File: src/rtl/uart_rx.sv
// uart_rx: oversampled UART receiver.
//   Frame: start bit (0), Data_width data bits LSB first, optional parity
//   bit, one stop bit (1). Each bit is Prescale CLK cycles long and is
//   decided by a 2-of-3 majority vote around the bit centre.
// Ports:
//   CLK, RST      receiver clock, synchronous active-high reset
//   RX_IN         serial line (idle high, asynchronous to CLK)
//   PAR_EN        frame carries a parity bit
//   PAR_TYP       0 = even parity, 1 = odd parity
//   Prescale      CLK cycles per bit (8, 16 or 32)
//   P_DATA        last correctly received word
//   Data_Valid    one-cycle pulse, P_DATA updated
//   PAR_ERR       one-cycle pulse, parity mismatch
//   STP_ERR       one-cycle pulse, stop bit sampled low
//
// state  | meaning
// IDLE   | waiting for a falling edge on the synchronized line
// START  | inside the start bit, validating it at the bit centre
// DATA   | shifting in data bits, LSB first
// PARITY | sampling and checking the parity bit
// STOP   | sampling the stop bit, frame verdict on its last cycle
module uart_rx #(
    parameter int Data_width     = 8,
    parameter int Prescale_width = 6
) (
    input  logic                      CLK,
    input  logic                      RST,
    input  logic                      RX_IN,
    input  logic                      PAR_EN,
    input  logic                      PAR_TYP,
    input  logic [Prescale_width-1:0] Prescale,
    output logic [Data_width-1:0]     P_DATA,
    output logic                      Data_Valid,
    output logic                      PAR_ERR,
    output logic                      STP_ERR
);

    localparam int BW = (Data_width > 1) ? $clog2(Data_width) : 1;
    localparam logic [BW-1:0] LAST_BIT = BW'(Data_width - 1);
    localparam logic [BW-1:0] BIT_ONE = BW'(1);
    localparam logic [Prescale_width-1:0] ONE = Prescale_width'(1);

    typedef enum logic [2:0] {
        S_IDLE,
        S_START,
        S_DATA,
        S_PARITY,
        S_STOP
    } state_t;

    state_t                    state_q, state_d;
    logic                      sync1_q, sync1_d;
    logic                      rx_s_q, rx_s_d;
    logic                      rx_d_q, rx_d_d;
    logic [Prescale_width-1:0] edge_cnt_q, edge_cnt_d;
    logic [BW-1:0]             bit_cnt_q, bit_cnt_d;
    logic [Prescale_width-1:0] pre_q, pre_d;
    logic                      par_en_q, par_en_d;
    logic                      par_typ_q, par_typ_d;
    logic                      s0_q, s0_d;
    logic                      s1_q, s1_d;
    logic                      stop_bit_q, stop_bit_d;
    logic                      par_fail_q, par_fail_d;
    logic [Data_width-1:0]     shift_q, shift_d;
    logic [Data_width-1:0]     p_data_q, p_data_d;
    logic                      data_valid_q, data_valid_d;
    logic                      par_err_q, par_err_d;
    logic                      stp_err_q, stp_err_d;

    logic [Prescale_width-1:0] half;
    logic                      last_edge;
    logic                      is_s0;
    logic                      is_s1;
    logic                      is_s2;
    logic                      maj;

    always_comb begin
        sync1_d      = RX_IN;
        rx_s_d       = sync1_q;
        rx_d_d       = rx_s_q;
        state_d      = state_q;
        edge_cnt_d   = edge_cnt_q;
        bit_cnt_d    = bit_cnt_q;
        pre_d        = pre_q;
        par_en_d     = par_en_q;
        par_typ_d    = par_typ_q;
        s0_d         = s0_q;
        s1_d         = s1_q;
        stop_bit_d   = stop_bit_q;
        par_fail_d   = par_fail_q;
        shift_d      = shift_q;
        p_data_d     = p_data_q;
        data_valid_d = 1'b0;
        par_err_d    = 1'b0;
        stp_err_d    = 1'b0;

        half      = pre_q >> 1;
        last_edge = (edge_cnt_q == pre_q - ONE);
        is_s0     = (edge_cnt_q == half - ONE);
        is_s1     = (edge_cnt_q == half);
        is_s2     = (edge_cnt_q == half + ONE);
        // Third vote is the live line value, so the decision lands at P/2+1.
        maj       = (s0_q & s1_q) | (s0_q & rx_s_q) | (s1_q & rx_s_q);

        if (state_q != S_IDLE) begin
            edge_cnt_d = last_edge ? '0 : edge_cnt_q + ONE;
            if (is_s0) s0_d = rx_s_q;
            if (is_s1) s1_d = rx_s_q;
        end

        case (state_q)
            S_IDLE: begin
                edge_cnt_d = '0;
                bit_cnt_d  = '0;
                // Requires a high-to-low transition, so a held-low line never starts a frame.
                if (rx_d_q && !rx_s_q) begin
                    state_d    = S_START;
                    edge_cnt_d = ONE;
                    pre_d      = Prescale;
                    par_en_d   = PAR_EN;
                    par_typ_d  = PAR_TYP;
                    par_fail_d = 1'b0;
                end
            end
            S_START: begin
                if (is_s2 && maj) begin
                    state_d    = S_IDLE;
                    edge_cnt_d = '0;
                end else if (last_edge) begin
                    state_d = S_DATA;
                end
            end
            S_DATA: begin
                if (is_s2) shift_d = {maj, shift_q[Data_width-1:1]};
                if (last_edge) begin
                    if (bit_cnt_q == LAST_BIT) begin
                        bit_cnt_d = '0;
                        state_d   = par_en_q ? S_PARITY : S_STOP;
                    end else begin
                        bit_cnt_d = bit_cnt_q + BIT_ONE;
                    end
                end
            end
            S_PARITY: begin
                if (is_s2) par_fail_d = maj ^ (^shift_q) ^ par_typ_q;
                if (last_edge) state_d = S_STOP;
            end
            S_STOP: begin
                if (is_s2) stop_bit_d = maj;
                if (last_edge) begin
                    state_d   = S_IDLE;
                    stp_err_d = ~stop_bit_q;
                    par_err_d = par_fail_q;
                    if (stop_bit_q && !par_fail_q) begin
                        p_data_d     = shift_q;
                        data_valid_d = 1'b1;
                    end
                end
            end
            default: begin
                state_d    = S_IDLE;
                edge_cnt_d = '0;
                bit_cnt_d  = '0;
            end
        endcase
    end

    always_ff @(posedge CLK) begin
        if (RST) begin
            sync1_q      <= 1'b1;
            rx_s_q       <= 1'b1;
            rx_d_q       <= 1'b1;
            state_q      <= S_IDLE;
            edge_cnt_q   <= '0;
            bit_cnt_q    <= '0;
            pre_q        <= '0;
            par_en_q     <= 1'b0;
            par_typ_q    <= 1'b0;
            s0_q         <= 1'b0;
            s1_q         <= 1'b0;
            stop_bit_q   <= 1'b0;
            par_fail_q   <= 1'b0;
            shift_q      <= '0;
            p_data_q     <= '0;
            data_valid_q <= 1'b0;
            par_err_q    <= 1'b0;
            stp_err_q    <= 1'b0;
        end else begin
            sync1_q      <= sync1_d;
            rx_s_q       <= rx_s_d;
            rx_d_q       <= rx_d_d;
            state_q      <= state_d;
            edge_cnt_q   <= edge_cnt_d;
            bit_cnt_q    <= bit_cnt_d;
            pre_q        <= pre_d;
            par_en_q     <= par_en_d;
            par_typ_q    <= par_typ_d;
            s0_q         <= s0_d;
            s1_q         <= s1_d;
            stop_bit_q   <= stop_bit_d;
            par_fail_q   <= par_fail_d;
            shift_q      <= shift_d;
            p_data_q     <= p_data_d;
            data_valid_q <= data_valid_d;
            par_err_q    <= par_err_d;
            stp_err_q    <= stp_err_d;
        end
    end

    assign P_DATA     = p_data_q;
    assign Data_Valid = data_valid_q;
    assign PAR_ERR    = par_err_q;
    assign STP_ERR    = stp_err_q;

endmodule

File: config.mk
export PLATFORM = sky130hd
export DESIGN_NAME = uart_rx
export DESIGN_NICKNAME = d
export VERILOG_FILES = /design/src/rtl/uart_rx.sv
export SDC_FILE = /design/constraint.sdc
export NUM_CORES = 1
export LEC_CHECK = 0
export ABC_CLOCK_PERIOD_IN_PS = 3000
export BUFFER_PORTS_ARGS = -buffer_cell sky130_fd_sc_hd__clkbuf_2
export CORE_AREA = 5 5 73 75
export CTS_CLUSTER_DIAMETER = 150
export DETAILED_ROUTE_END_ITERATION = 7
export DIE_AREA = 0 0 78 80
export MAX_ROUTING_LAYER = met4
export PLACE_DENSITY = 0.84
export SLEW_MARGIN = 5
export SYNTH_ARGS = -nofsm -noshare
export SYNTH_HDL_FRONTEND = slang
export SYNTH_SLANG_ARGS = --single-unit
export TNS_END_PERCENT = 100
File: constraint.sdc
create_clock -name CLK -period 3 [get_ports CLK]
set_input_delay 0.45 -clock CLK [delete_from_list [all_inputs] [get_ports CLK]]
set_output_delay 0.45 -clock CLK [all_outputs]
set_load 0.05 [all_outputs]
### Yosys cells after proc, flatten, opt, wreduce, memory -nomap -nowiden

Index checks and enable logic that the tools add are counted.

| word-level totals | value |
|---|---|
| register bits after elaboration | 46 |
| latch bits | 0 |
| bits in writable memories | 0 |
| bits in read-only memories | 0 |
| input port bits | 11 |
| output and inout port bits | 11 |
| logic and storage cells | 92 |
| memories kept | 0 |

| operators by class | value |
|---|---|
| add/subtract/negate cells | 5 |
| multipliers | 0 |
| div/mod/pow operators | 0 |
| order comparisons | 0 |
| equal/unequal tests | 16 |
| shift-type cells | 0 |
| multiplexer cells | 21 |
| bitwise operators | 11 |
| reduce and logical (&&, ||, !) cells | 21 |

Operators by type and width:

| kind | count |
|---|---|
| 3-bit 2-to-1 mux | 10 |
| 6-bit == test | 3 |
| 6-bit 2-to-1 mux | 3 |
| 6-bit case mux with 3 select lines | 1 |
| 3-bit case mux with 5 select lines | 1 |
| 2-bit inequality test, second input constant | 6 |
| 2-bit AND reduction | 6 |
| 3-bit OR reduction | 3 |
| 8-bit parity | 1 |
| 5-bit by 1-bit adder with 6-bit output, second input constant | 1 |
| 6-bit by 1-bit adder with 6-bit output, second input constant | 1 |
| 3-bit by 2-bit == test with 1-bit output, second input constant | 2 |
| 3-bit == test, second input constant | 2 |
| 6-bit by 5-bit == test with 1-bit output | 1 |
| 3-bit case mux with 2 select lines | 1 |
| 3-bit AND reduction | 2 |
| 6-bit AND reduction | 1 |
| 5-bit by 1-bit subtractor with 6-bit output, second input constant | 1 |
| 6-bit by 1-bit subtractor with 6-bit output, second input constant | 1 |
| 1-bit 2-to-1 mux | 4 |
| 1-bit NOT | 4 |
| 3-bit by 1-bit adder with 3-bit output, second input constant | 1 |
| 1-bit AND | 3 |
| 3-bit by 1-bit == test with 1-bit output, second input constant | 1 |
| other kinds (9) | 14 |

### Logic depth before layout (Yosys ltp)

| depth | value |
|---|---|
| word-level depth | 7 |
| mapped depth | 10 |
| depth with buffers taken out | 8 |

### Worst setup path after synthesis

Ideal clock, no wire load.

| timing path | value |
|---|---|
| path type | register to register |
| start | register pre_q[2] |
| end | register p_data_q[7] (netlist: P_DATA[7]) |
| arrival time | 2,245 ps |
| data required time | 2,872 ps |
| slack | 628 ps |
| cell stages (with the launch flop) | 10 |
| period minus slack after synthesis | 2,372 ps |
| cells stage by stage | dfxtp_1 -> clkbuf_1 -> inv_1 -> ha_1 -> a21boi_1 -> and3_1 -> o2111ai_2 -> nor4_4 -> mux2i_1 -> nor2_1 |

| between the ends | value |
|---|---|
| word-level cells in the longest chain between the ends | 3 |

RTL lines:

| element | RTL line | RTL |
|---|---|---|
| from (decl) | 57 | `logic [Prescale_width-1:0] pre_q, pre_d;` |
| from (signal assigned) | 195 | `pre_q <= pre_d;` |
| 6-bit by 1-bit subtractor with 6-bit output | 98 | `last_edge = (edge_cnt_q == pre_q - ONE);` |
| 6-bit == test | 98 |  |
| 3-bit AND reduction (no line) | -- |  |
| to (signal assigned) | 203 | `p_data_q <= p_data_d;` |
| to (decl) | 65 | `logic [Data_width-1:0] p_data_q, p_data_d;` |

No other way between the ends.
A chain may end at the register's enable or synchronous reset.

### Worst setup path in the final report

| timing path | value |
|---|---|
| start | register pre_q[2] |
| end | register state_q[1] |

| between the ends | value |
|---|---|
| word-level cells in the longest chain between the ends | 5 |
| elaborated cells on any way between the ends | 12 |
| those cells by class | 2 x add/sub; 6 x eq/ne; 2 x mux; 2 x reduce/logical |

RTL lines:

| element | RTL line | RTL |
|---|---|---|
| 5-bit by 1-bit adder with 6-bit output | 101 | `is_s2 = (edge_cnt_q == half + ONE);` |
| 6-bit == test | 101 |  |
| 1-bit logical AND | 126 | `if (is_s2 && maj) begin` |
| 3-bit inequality test (no line) / 3-bit 2-to-1 mux (equally long branches) | -- |  |
| 6-bit AND reduction (no line) / 3-bit case mux with 5 select lines (equally long branches) | -- |  |
| to (signal assigned) | 192 | `state_q <= state_d;` |
| to (decl) | 51 | `state_t state_q, state_d;` |

Several ways; a longest one is shown, not always the timed one.

==> impl_metrics.csv <==
group,metric,value,unit
logic_synthesis,synthArstFlopShare,0,
floorplanning,initial_core_util,0.563,
power,vdd_drop_max,0.000481,V
logic_synthesis,synth-seq-cells,46,
drt,vias,2128,
logic_synthesis,synthesis.area,2590,um^2
cts,post_cts_buffers,0,
logic_synthesis,synth_cells,292,
finish,final_nets,321,
cts,cts_sinks,46,
place,io_buffers,21,
floorplanning,fp.dieH,80,um
timing,final.setup.tns,0,ns
worst_setup_path,crit_fanout,9,
cts,cts_tree,"done",
logic_synthesis,ys.warnings.count,0,
drt,wl,5620,um
grt,grt_antenna_before_repair,0,
cts,clk_pin_slew,0.09,ns
finish,fill_cells,352,
cts,cts_made_buffers,5,
floorplanning,rows,25,
power,power_switching,0.367,mW
cts,h-tree-depth,2,
worst_setup_path,cpPeakStageDelay,0.55,ns
timing,hold_violations,0,
worst_setup_path,end_kind,"register",
grt,grt_pass1_wl,9770,um
hold_path,hold_class,"input pin to register",
drt,drc,0,
timing,layout_min_cycle_time,2.74,ns
cts,cts_hold_buf,0,
worst_setup_path,critical_path_class,"register to register",
power,clkPwrFrac,0.392,
grt,grt_max_degree,45,
cts,clock_latency,0.30,ns
worst_setup_path,cp_cell_sequence,"inv_1 > ha_1 > a21boi_1 > and3_1 > o2111ai_2 > nor2_1 > o21ai_0 > a221oi_1",
cts,cts-root-buf,"clkbuf_8",
cts,cts_resized,0,
floorplanning,core-area,4600,um^2
floorplanning,die_w,78,um
worst_setup_path,worst-r2r-cell-count,8,
grt,grt_overflow,0,
finish,seq_area,921,um^2
place,place_congestion,0.903,
logic_synthesis,syn-num-nets,310,
worst_setup_path,critPathSlowestCell,"nor2_1",
power,seqPwrFrac,0.459,
finish,area_delta_synth_final,9.67,%
worst_setup_path,crit_required,3.19,ns
timing,drv_slew,0,
logic_synthesis,synth_edf_count,0,
logic_synthesis,ys_types,57,
grt,grt_pass1_vias,2097,
drt,drt_first_pass_iters,5,
power,powerDensity,506,nW/um^2
worst_setup_path,worstPathArrival,2.93,ns
hold_path,holdPathStages,2,
power,p_leak,1.04,nW
timing,max-slew-margin-rel,0.470,
worst_setup_path,cp-start-kind,"register",
timing,final.period_utilization,0.914,
place,dp_hpwl,4050,um
power,p_sw_frac,0.256,
power,p_int,1.07,mW
timing,finalClockSkew,0.00658,ns
finish,multi_input_area,1570,um^2
timing,tightestPinTransition,0.795,ns
timing,hold_ws,0.336,ns
timing,max_freq,365,MHz
drt,routed_via_density,5.94,
cts,cts_buffer_depth,2,
status,outcome,"complete, no violations",
logic_synthesis,ys.flop_type,"dfxtp_1",
timing,finalSetupViolations,0,
finish,drive_gt1_frac,0.141,
drt,ant_nets,0,
grt,grt_util_all_layers,0.196,
drt,wl_per_cell,15.7,um
flow_run,drv_cap,0,
floorplanning,dieArea,6240,um^2
finish,diodes,0,
drt,drt-initial-drc-count,205,
power,combPwrFrac,0.149,
floorplanning,ios,22,
timing,rsz0062_at_grt,"no",
logic_synthesis,ys_seq_area_frac,0.356,
logic_synthesis,avgSynthCellArea,8.86,um^2
==> registers in the layout, indices dropped and copies added (netlist names) <==
register,count
STP_ERR,1
s0_q,1
s1_q,1
stop_bit_q,1
state_q,3
rx_s_d,1
pre_q,6
edge_cnt_q,6
rx_d_d,1
par_typ_q,1
P_DATA,8
Data_Valid,1
shift_q,8
PAR_ERR,1
par_fail_q,1
bit_cnt_q,3
par_en_q,1
rx_d_q,1
==> layout make-up <==
class,count,area share
Multi-Input combinational cell,222,0.552
Sequential cell,46,0.325
Timing Repair Buffer,23,0.0423
Clock buffer,6,0.0291
Tap cell,54,0.0238
Clock inverter,2,0.0212
Inverter,5,0.00661
==> critical path, delay by kind of cell, from the launching register on <==
family / cells / cell delay [ns]
adders and majority gates: 1 / 0.20
DFF: 1 / 0.53
buffers and inverters: 1 / 0.15
and+or+nand+nor: 2 / 0.77
AOI/OAI and AO/OA: 4 / 0.98
==> cells in the final DEF, fill, tap and decap left out, types with 6 or more instances in the layout <==
cell type,synthesis,routed
nand3_1,11,11
o21ai_0,6,6
mux2i_1,28,28
nor2_1,36,36
nand2b_1,9,9
clkbuf_8,0,6
xnor2_1,17,17
ha_1,7,7
dfxtp_1,46,46
clkbuf_2,0,21
nor3_1,7,7
nand2_1,19,19
xor2_1,10,10
==> cells by family after synthesis <==
| group | share of synthesized area |
|---|---|
| multiplexers | 0.113 |
| flip-flops | 0.356 |
| AND/OR/NAND/NOR | 0.235 |
| adder cells (fa/ha/maj) | 0.0377 |
| buffers and inverters | 0.0382 |
| XOR/XNOR | 0.0914 |
| AO/OA/AOI/OAI | 0.130 |
==> power by group through the flow <==
stage / clock [mW] / combinational (mW) / sequential (mW)
after floorplan: 0 / 0.178 / 0.655
after global placement: 0 / 0.203 / 0.671
after detailed placement: 0 / 0.209 / 0.672
after CTS: 0.576 / 0.211 / 0.658
after global routing: 0.600 / 0.234 / 0.662
final: 0.563 / 0.214 / 0.658
==> stage by stage <==
step / cells / util / setup WS, ns / instance area (um^2) / total power, mW
3_5_place_dp: 350 / 0.586 / 0.314 / 2700 / 0.881
3_3_place_gp: 350 / 0.586 / 0.423 / 2700 / 0.875
4_1_cts: 358 / 0.617 / 0.273 / 2840 / 1.45
2_1_floorplan: 292 / - / 0.628 / 2590 / 0.832
5_1_grt: 358 / 0.617 / 0.0499 / 2840 / 1.50
6_report: 358 / 0.617 / 0.257 / 2840 / 1.44
==> synthesized netlist by cell type (2+ instances only) <==
master    number  area share
a211oi_1       3      0.0087
a21boi_1       2      0.0058
a21o_1         2      0.0058
a21oi_1        4      0.0077
a31oi_1        5       0.012
and3_1         2      0.0048
buf_2          7       0.014
clkbuf_1      11       0.016
dfxtp_1       46        0.36
ha_1           7       0.034
inv_1          5      0.0073
mux2i_1       28        0.11
nand2_1       19       0.028
nand2b_1       9       0.022
nand3_1       11       0.021
nand3b_1       4       0.012
nand4_1        2      0.0048
nor2_1        36       0.052
nor2b_1        2      0.0048
nor3_1         7       0.014
nor4_1         4      0.0097
o21ai_0        6       0.012
o31ai_1        2      0.0058
o41a_1         2      0.0087
or2_1          2      0.0048
or2_2          5       0.012
or3b_1         2      0.0068
or4_1          3      0.0087
xnor2_1       17       0.058
xor2_1        10       0.034
==> routing by layer <==
metal  GRT usage  vias to the layer above  part of all wire
met4      0.0608                        0             0.016
met2       0.312                       65              0.48
met5           -                        -                 0
met1       0.252                      999              0.45
met3      0.0395                       11             0.048
li1            -                     1053                 -
==> worst paths after layout <==
check                                            from                       to  slack [ns]
worst min-delay path                            RX_IN        rx_s_d$_SDFF_PP1_        0.34
worst max-delay path            pre_q[2]$_SDFFE_PP0P_  state_q[1]$_SDFFE_PP0P_        0.26
worst max register to register  pre_q[2]$_SDFFE_PP0P_  state_q[1]$_SDFFE_PP0P_        0.26
worst min register to register      rx_s_d$_SDFF_PP1_        rx_d_d$_SDFF_PP1_        0.41
No activity file was read; power rests on OpenSTA's default activity.
